File: src/rtl/cache_bus_arbiter.sv
// cache_bus_arbiter: shares one SRAM-like bus between the icache (m0) and
// dcache (m1) refill engines. The grant is locked for a whole burst and
// released when the owner drops its en. A per-beat watchdog pulses bus_err
// when the owned bus goes TIMEOUT stalled cycles without sram_rvalid.
// Optional feature macro: ARB_ROUND_ROBIN_EN (alternate owners when both
// request in IDLE). Without it, m1 has fixed priority over m0.
module cache_bus_arbiter #(
    parameter int ADDR_W  = 32,
    parameter int DATA_W  = 32,
    parameter int TIMEOUT = 255
) (
    input  logic                clk,
    input  logic                rst,
    input  logic                m0_en,
    input  logic [DATA_W/8-1:0] m0_wen,
    input  logic [ADDR_W-1:0]   m0_addr,
    input  logic [DATA_W-1:0]   m0_wdata,
    output logic                m0_rvalid,
    input  logic                m1_en,
    input  logic [DATA_W/8-1:0] m1_wen,
    input  logic [ADDR_W-1:0]   m1_addr,
    input  logic [DATA_W-1:0]   m1_wdata,
    output logic                m1_rvalid,
    output logic [DATA_W-1:0]   m_rdata,
    output logic                sram_en,
    output logic [DATA_W/8-1:0] sram_wen,
    output logic [ADDR_W-1:0]   sram_addr,
    output logic [DATA_W-1:0]   sram_wdata,
    input  logic [DATA_W-1:0]   sram_rdata,
    input  logic                sram_rvalid,
    output logic [1:0]          grant,
    output logic                bus_err
);

    typedef enum logic [1:0] {
        IDLE = 2'd0,
        OWN0 = 2'd1,
        OWN1 = 2'd2
    } state_t;

    // Watchdog terminal count; the pulse fires on the TIMEOUT-th stalled cycle.
    localparam logic [15:0] WD_LAST = 16'(TIMEOUT - 1);

    state_t      state;
    state_t      state_nxt;
    logic [1:0]  grant_q;
    logic [15:0] wdog;
    logic        own_en;

`ifdef ARB_ROUND_ROBIN_EN
    // Most recent owner: 0 = m0, 1 = m1.
    logic        last;
`endif

    // State register; grant is registered alongside it so it is glitch-free.
    always_ff @(posedge clk or negedge rst) begin
        if (!rst) begin
            state   <= IDLE;
            grant_q <= 2'b00;
        end else begin
            state   <= state_nxt;
            grant_q <= {state_nxt == OWN1, state_nxt == OWN0};
        end
    end

    // Next-state: arbitrate only from IDLE, hold the owner until it drops en.
    always_comb begin
        state_nxt = state;
        case (state)
            IDLE: begin
`ifdef ARB_ROUND_ROBIN_EN
                if (m0_en && m1_en) state_nxt = last ? OWN0 : OWN1;
                else if (m1_en)     state_nxt = OWN1;
                else if (m0_en)     state_nxt = OWN0;
`else
                if (m1_en)      state_nxt = OWN1;
                else if (m0_en) state_nxt = OWN0;
`endif
            end
            OWN0:    if (!m0_en) state_nxt = IDLE;
            OWN1:    if (!m1_en) state_nxt = IDLE;
            default: state_nxt = IDLE;
        endcase
    end

    // Output mux: route the owner onto the bus; idle bus is driven to zero.
    always_comb begin
        sram_en    = 1'b0;
        sram_wen   = '0;
        sram_addr  = '0;
        sram_wdata = '0;
        m0_rvalid  = 1'b0;
        m1_rvalid  = 1'b0;
        own_en     = 1'b0;
        case (state)
            OWN0: begin
                sram_en    = m0_en;
                sram_wen   = m0_wen;
                sram_addr  = m0_addr;
                sram_wdata = m0_wdata;
                m0_rvalid  = sram_rvalid;
                own_en     = m0_en;
            end
            OWN1: begin
                sram_en    = m1_en;
                sram_wen   = m1_wen;
                sram_addr  = m1_addr;
                sram_wdata = m1_wdata;
                m1_rvalid  = sram_rvalid;
                own_en     = m1_en;
            end
            default: ;
        endcase
    end

    assign grant   = grant_q;
    assign m_rdata = sram_rdata;

    // Pulse in the cycle the counter sits at its terminal value with no rvalid.
    assign bus_err = (state != IDLE) && own_en && !sram_rvalid && (wdog == WD_LAST);

    // Watchdog: counts stalled owned cycles, restarts on rvalid or a pulse.
    always_ff @(posedge clk or negedge rst) begin
        if (!rst) begin
            wdog <= '0;
        end else if (state == IDLE || sram_rvalid) begin
            wdog <= '0;
        end else if (own_en) begin
            wdog <= bus_err ? 16'd0 : wdog + 16'd1;
        end
    end

`ifdef ARB_ROUND_ROBIN_EN
    // Remember the owner on entry to a burst for the next tie-break.
    always_ff @(posedge clk or negedge rst) begin
        if (!rst) begin
            last <= 1'b0;
        end else if (state == IDLE && state_nxt == OWN1) begin
            last <= 1'b1;
        end else if (state == IDLE && state_nxt == OWN0) begin
            last <= 1'b0;
        end
    end
`endif

endmodule

File: config.mk
export PLATFORM = sky130hd
export DESIGN_NAME = cache_bus_arbiter
export DESIGN_NICKNAME = d
export VERILOG_FILES = /design/src/rtl/cache_bus_arbiter.sv
export SDC_FILE = /design/constraint.sdc
export NUM_CORES = 1
export LEC_CHECK = 0
export ABC_AREA = 0
export CAP_MARGIN = 30
export CORE_AREA = 3 3 107 109
export CTS_CLUSTER_DIAMETER = 40
export DETAILED_ROUTE_END_ITERATION = 16
export DIE_AREA = 0 0 110 112
export GPL_TIMING_DRIVEN = 0
export PLACE_DENSITY = 0.73
export SLEW_MARGIN = 15
export SYNTH_ARGS = -nofsm -noshare
export SYNTH_HDL_FRONTEND = slang
export SYNTH_SLANG_ARGS = --single-unit
File: constraint.sdc
create_clock -name clk -period 2.15 [get_ports clk]
set_input_delay 0.645 -clock clk [delete_from_list [all_inputs] [get_ports clk]]
set_output_delay 0.645 -clock clk [all_outputs]
set_load 0.03 [all_outputs]
==> impl_metrics.py, run 1 <==
metrics = {
    "routing": {
        "dr.pass1.iters": 6,
        "wl_um": 14700,
        "vias_per_cell": 5.08,
        "wl_met2_um": 7430,
        "drt-initial-drc-count": 250,
        "avgRoutedWirePerCell_um": 20.0,
        "drt-met1-wl_um": 5180,
        "drc": 0,
        "vias": 3747,
        "routed.top_layer": "met4",
        "dr_wl_met3_um": 1820,
        "postRouteAntennaNets": 0,
    },
    "timing": {
        "setup_tns_ns": -14.49,
        "finClkSkew_ns": 0.00231,
        "tightestPinTransition_ns": 0.650,
        "slew_viol_final": 0,
        "hold_viol_final": 0,
        "fmax_mhz": 409,
        "fin_crit_ns": 2.44,
        "rsz0062_at_grt": "yes",
        "layout_setup_ws_ns": -0.293,
        "slew_headroom": 0.566,
        "setup_viol": 72,
        "timing.final.crit_share": 1.14,
    },
    "clocking": {
        "clkLatencyLatePin_ns": 0.25,
        "htree_levels": 1,
        "cts_inserted_buffers": 3,
        "root_buffer": "clkbuf_8",
        "cts_hold_buffers": 0,
        "tritoncts": "done",
        "clk_pin_slew_ns": 0.07,
        "cts.sinks": 20,
        "clockBufferDepth": 2,
    },
    "critical_path": {
        "path_max_fanout": 9,
        "crit_required_ns": 1.50,
        "crit_type": "flop to output port",
        "critPathCapture": "sram_wdata[7]",
        "critPathLaunchType": "flop",
        "ff2ff_setup_slack_ns": 0.09,
        "r2r_start": "state[1]",
        "reg2reg_depth": 9,
        "startpoint": "state[1]",
        "end_kind": "output port",
        "crit_arrival_ns": 1.80,
        "worstReg2RegEnd": "wdog[12]",
    },
    "yosys": {
        "synth-adder-area-share": 0.0292,
        "syn_inst": 330,
        "yosys.area_share.simple": 0.299,
        "ys_seq_area_frac": 0.195,
        "synth_mux_area_frac": 0.00389,
        "ys_types": 46,
        "synth_top_area_frac": 0.198,
        "yosys.area.top_type": "a22oi_1",
        "synth_area_leaders": "a22oi_1, dfrtp_1, nor2b_1",
        "synth_nets": 509,
        "ys_warn_count": 0,
        "postSynthAreaPerCell_um2": 7.80,
        "synth_edf_count": 0,
        "ys_ff_latch": 20,
        "synth_ff_type": "dfrtp_1",
        "synth_compound_area_frac": 0.311,
        "synthArstFlopShare": 1.00,
        "synth_top_family_by_area": "compound AO/OA/AOI/OAI gates",
        "synth_area_um2": 2570,
        "synthXorXnorAreaFrac": 0,
    },
    "finish": {
        "instances_no_fill": 737,
        "nNetsFinal": 777,
        "syn_to_final_growth_pct": 144,
        "drive_gt1_frac": 0.452,
        "num_antenna_cells": 0,
    },
    "floorplan": {
        "core_area_um2": 10700,
        "die_area_um2": 12300,
        "die_h_um": 112,
        "die_x_um": 110,
        "ioPinCount": 279,
        "initial_utilization": 0.240,
        "rows": 38,
    },
    "grt": {
        "grt_pass1_wl_um": 20700,
        "grt_usage": 0.215,
        "grt_max_degree": 21,
        "grt_pass1_vias": 3753,
        "antenna_found_initial": 0,
        "grt_overflow": 0,
    },
    "placement": {
        "gp_congestion": 0.893,
        "dp_hpwl_um": 11400,
        "io_buffers": 246,
        "dp.cells": 716,
    },
    "outcome": {
        "status": "finished with violations",
        "violations": "setup timing",
    },
    "power_and_ir_drop": {
        "power_density_nw_per_um2": 1150,
        "irDropWorstVdd_uv": 541,
        "p_total_mw": 7.21,
        "leakagePower_nw": 2.50,
    },
    "flow_run": {
        "cap_viol_max_count": 0,
    },
    "min_path": {
        "hp-class": "flop to flop",
    },
}
## flip-flops by register name, indices dropped and copies added (netlist names)
register and count:
wdog 16, grant 2, state 2
## cells by family (layout without fill, tap and decap cells)
family | after synthesis | in the layout
flops | 20 | 20
fa+ha+maj | 6 | 6
buf+inv | 70 | 337
simple gates | 128 | 128
mux | 1 | 1
compound gates | 105 | 105
## metrics by stage
stage | setup WS, ns | cell area [um^2] | util | hold WS, ns
after global routing | -0.343 | 6290 | 0.588 | 0.587
after CTS | -0.273 | 6170 | 0.576 | 0.554
after detailed placement | -1.17 | 5500 | 0.514 | 0.536
after global placement | -1.15 | 5500 | 0.514 | 0.524
final | -0.293 | 6290 | 0.588 | 0.558
after floorplan | 0.0113 | 2860 | - | 0.349
## repair_timing
action	in CTS	in global routing
setup endpoints to repair	82	73
gates cloned	7	0
setup buffers	10	0
pin swaps	7	7
resized for setup	587	32
## critical path, stage by stage, from the launching register on
cell and delay [ns]:
dfrtp_2 0.45, inv_2 0.11, ha_2 0.20, buf_12 0.14
clkbuf_8 0.16, a22oi_1 0.08, nor2b_2 0.23, buf_6 0.17
## routing by layer
| metal | vias to the layer above | track usage |
|---|---|---|
| li1 | 1725 | - |
| met1 | 1784 | 0.244 |
| met2 | 218 | 0.376 |
| met3 | 20 | 0.0806 |
| met4 | 0 | 0.0532 |
| met5 | - | 0 |
## power by group
group / internal [mW] / total (mW) / switching, mW
sequential: 0.412 / 0.444 / 0.0324
combinational: 3.39 / 6.48 / 3.09
clock: 0.163 / 0.285 / 0.122
## Yosys cell counts (3+ instances only)
library cell  count
buf_4            35
dfrtp_1          20
nand4_1           4
nor2_1            6
ha_1              6
nor3b_1           3
nor2b_1          70
buf_2             4
a211oi_1          3
a22oi_1          68
or3_1             3
o21a_1            5
nand2_1          10
clkbuf_1         20
o311ai_0          4
o21ai_0           5
inv_1             7
nand3_1           5
nor4_1            6
and2_1            4
nor3_1            7
## cells in the final DEF, fill, tap and decap left out, types with 5 or more instances in the layout
cell	synthesis	final
buf_8	1	6
nor2b_2	0	46
clkbuf_16	0	7
nor3_1	7	7
nand2_1	10	10
nor4_1	6	6
nor2b_4	0	23
buf_6	1	60
o21a_1	5	5
dfrtp_1	20	19
clkbuf_8	0	11
clkdlybuf4s50_1	0	171
inv_1	7	5
nor2_1	6	5
a22oi_1	68	37
buf_4	35	62
a22oi_2	0	31
o21ai_0	5	5
## worst min-delay path by stage
| stage | from | end | slack, ns | cells past startpoint |
|---|---|---|---|---|
| after floorplan | rst | grant[0] | 0.35 | 0 |
| after global placement | wdog[15] | wdog[15] | 0.52 | 1 |
| after detailed placement | wdog[14] | wdog[14] | 0.54 | 1 |
| after CTS | wdog[14] | wdog[14] | 0.55 | 1 |
| after global routing | wdog[12] | wdog[12] | 0.59 | 1 |
| final | wdog[15] | wdog[15] | 0.56 | 1 |
## cell type report
cell class,instances,area [um^2]
buffer,62,687
multi-input combinational,240,2140
fill,892,4410
inverter,7,26.3
sequential,20,502
timing repair buffer,264,2700
tap,140,175
clock buffer,4,55.1
No activity file was read; power rests on OpenSTA's default activity.
==> run 2, diff against run 1 <==
CORE_AREA = 2 2 109 111   (was 3 3 107 109)
DIE_AREA = 0 0 111 113   (was 0 0 110 112)
PLACE_DENSITY = 0.7   (was 0.73)
==> impl_metrics.py, run 2 (synthesized netlist as in run 1, its figures left out) <==
metrics = {
    "outcome": {
        "status": "finished with violations",
        "violations": "setup timing",
    },
    "critical_path": {
        "path_max_fanout": 10,
        "critPathCapture": "sram_wdata[0]",
        "crit_type": "flop to output port",
        "crit_required_ns": 1.50,
        "crit_slowest_cell": "dfrtp_1",
        "r2r_start": "state[1]",
        "crit_buf_inv": 5,
        "reg2reg_depth": 10,
        "startpoint": "state[1]",
        "critPathLaunchType": "flop",
        "slowest_delay_ns": 0.43,
        "worstReg2RegEnd": "wdog[11]",
        "path_cells": "inv_2 > ha_4 > buf_12 > clkbuf_16 > buf_12 > a22oi_2 > nor2b_4 > buf_6",
        "ff2ff_setup_slack_ns": 0.02,
        "end_kind": "output port",
        "critPathTopFamily": "buffers and inverters",
        "worst-path-stages": 8,
        "crit_arrival_ns": 1.79,
        "cpMostUsedCell": "buf_12",
    },
    "finish": {
        "nNetsFinal": 792,
        "final_util": 0.605,
        "syn_to_final_growth_pct": 165,
        "instances_no_fill": 757,
        "largest_register_ff_count": 16,
        "drive_gt1_frac": 0.516,
        "multiInputGateArea_um2": 2450,
        "nFillCells": 875,
        "final_cell_mix": "clkdlybuf4s50_1, buf_6, a22oi_2",
        "largest_register": "wdog",
        "finish.instance_area_um2": 6820,
        "final_common_cell": "clkdlybuf4s50_1",
        "seqCellArea_um2": 504,
    },
    "timing": {
        "slew_viol_final": 0,
        "fmax_mhz": 410,
        "rsz0062_at_grt": "yes",
        "timing.final.crit_share": 1.13,
        "layout_setup_ws_ns": -0.286,
        "slew_headroom": 0.656,
        "finClkSkew_ns": 0.00231,
        "setup_viol": 72,
        "tightestPinTransition_ns": 0.515,
        "fin_crit_ns": 2.44,
        "hold_viol_final": 0,
    },
    "routing": {
        "dr.pass1.iters": 4,
        "drt-initial-drc-count": 265,
        "vias": 3790,
        "vias_per_cell": 5.01,
        "drc": 0,
        "avgRoutedWirePerCell_um": 19.2,
        "postRouteAntennaNets": 0,
        "wl_um": 14600,
    },
    "grt": {
        "grt_overflow": 0,
        "grt_max_degree": 21,
        "grt_usage": 0.203,
        "grt_pass1_wl_um": 20600,
        "grt_pass1_vias": 3688,
        "antenna_found_initial": 2,
    },
    "clocking": {
        "clockBufferDepth": 2,
        "htree_levels": 1,
        "cts.sinks": 20,
        "clkLatencyLatePin_ns": 0.25,
        "tritoncts": "done",
        "cts_inserted_buffers": 3,
        "clk_pin_slew_ns": 0.06,
        "root_buffer": "clkbuf_16",
    },
    "floorplan": {
        "die_h_um": 113,
        "die_area_um2": 12500,
        "ioPinCount": 279,
        "initial_utilization": 0.228,
        "core_area_um2": 11300,
        "rows": 39,
        "die_x_um": 111,
    },
    "placement": {
        "io_buffers": 246,
        "dp_hpwl_um": 10700,
        "dp.cells": 719,
        "place_area_um2": 5500,
        "gp_congestion": 0.921,
    },
    "min_path": {
        "hp-class": "flop to flop",
    },
    "power_and_ir_drop": {
        "p_total_mw": 8.09,
        "irDropWorstVdd_uv": 668,
        "leakagePower_nw": 2.70,
        "power_density_nw_per_um2": 1190,
    },
    "flow_run": {
        "cap_viol_max_count": 0,
    },
}
## run 2: through the flow
step           TNS [ns]  hold slack (ns)  worst slack, ns
3_5_place_dp     -61.86            0.531            -1.15
5_1_grt          -18.54            0.579           -0.335
6_report         -14.86            0.547           -0.286
3_3_place_gp     -55.63            0.526            -1.11
4_1_cts          -14.30            0.545           -0.271
2_1_floorplan         0            0.349           0.0113
## run 2: per-layer routing
| layer | wire, um | global-route usage |
|---|---|---|
| met5 | 0 | 0 |
| met4 | 397 | 0.0458 |
| met3 | 1080 | 0.0380 |
| met2 | 7450 | 0.361 |
| met1 | 5650 | 0.255 |
## run 2: power breakdown
part / leakage (nW) / switching (mW) / total [mW] / internal (mW)
clock: 0.0442 / 0.144 / 0.428 / 0.284
combinational: 2.39 / 3.32 / 7.21 / 3.90
sequential: 0.271 / 0.0372 / 0.449 / 0.412
## run 2: worst min path at each step
stage | start | endpoint | slack (ns) | cells past startpoint
after floorplan | rst | grant[0] | 0.35 | 0
after global placement | wdog[14] | wdog[14] | 0.53 | 1
after detailed placement | wdog[15] | wdog[15] | 0.53 | 1
after CTS | wdog[15] | wdog[15] | 0.54 | 1
after global routing | wdog[12] | wdog[12] | 0.58 | 1
final | wdog[14] | wdog[14] | 0.55 | 1
## run 2: layout make-up
type / instances / share of cell area
Inverter: 7 / 0.00422
Clock buffer: 4 / 0.0130
Tap cell: 143 / 0.0262
Antenna cell: 2 / 0.000734
Buffer: 61 / 0.101
Sequential cell: 20 / 0.0739
Multi-Input combinational cell: 240 / 0.359
Timing Repair Buffer: 280 / 0.421
## run 2: what timing repair did
item	in CTS	in global routing
setup endpoints to repair	77	77
pin swaps	4	25
hold buffers	0	0
setup buffers	7	21
gates cloned	3	3
gates resized for setup	570	155
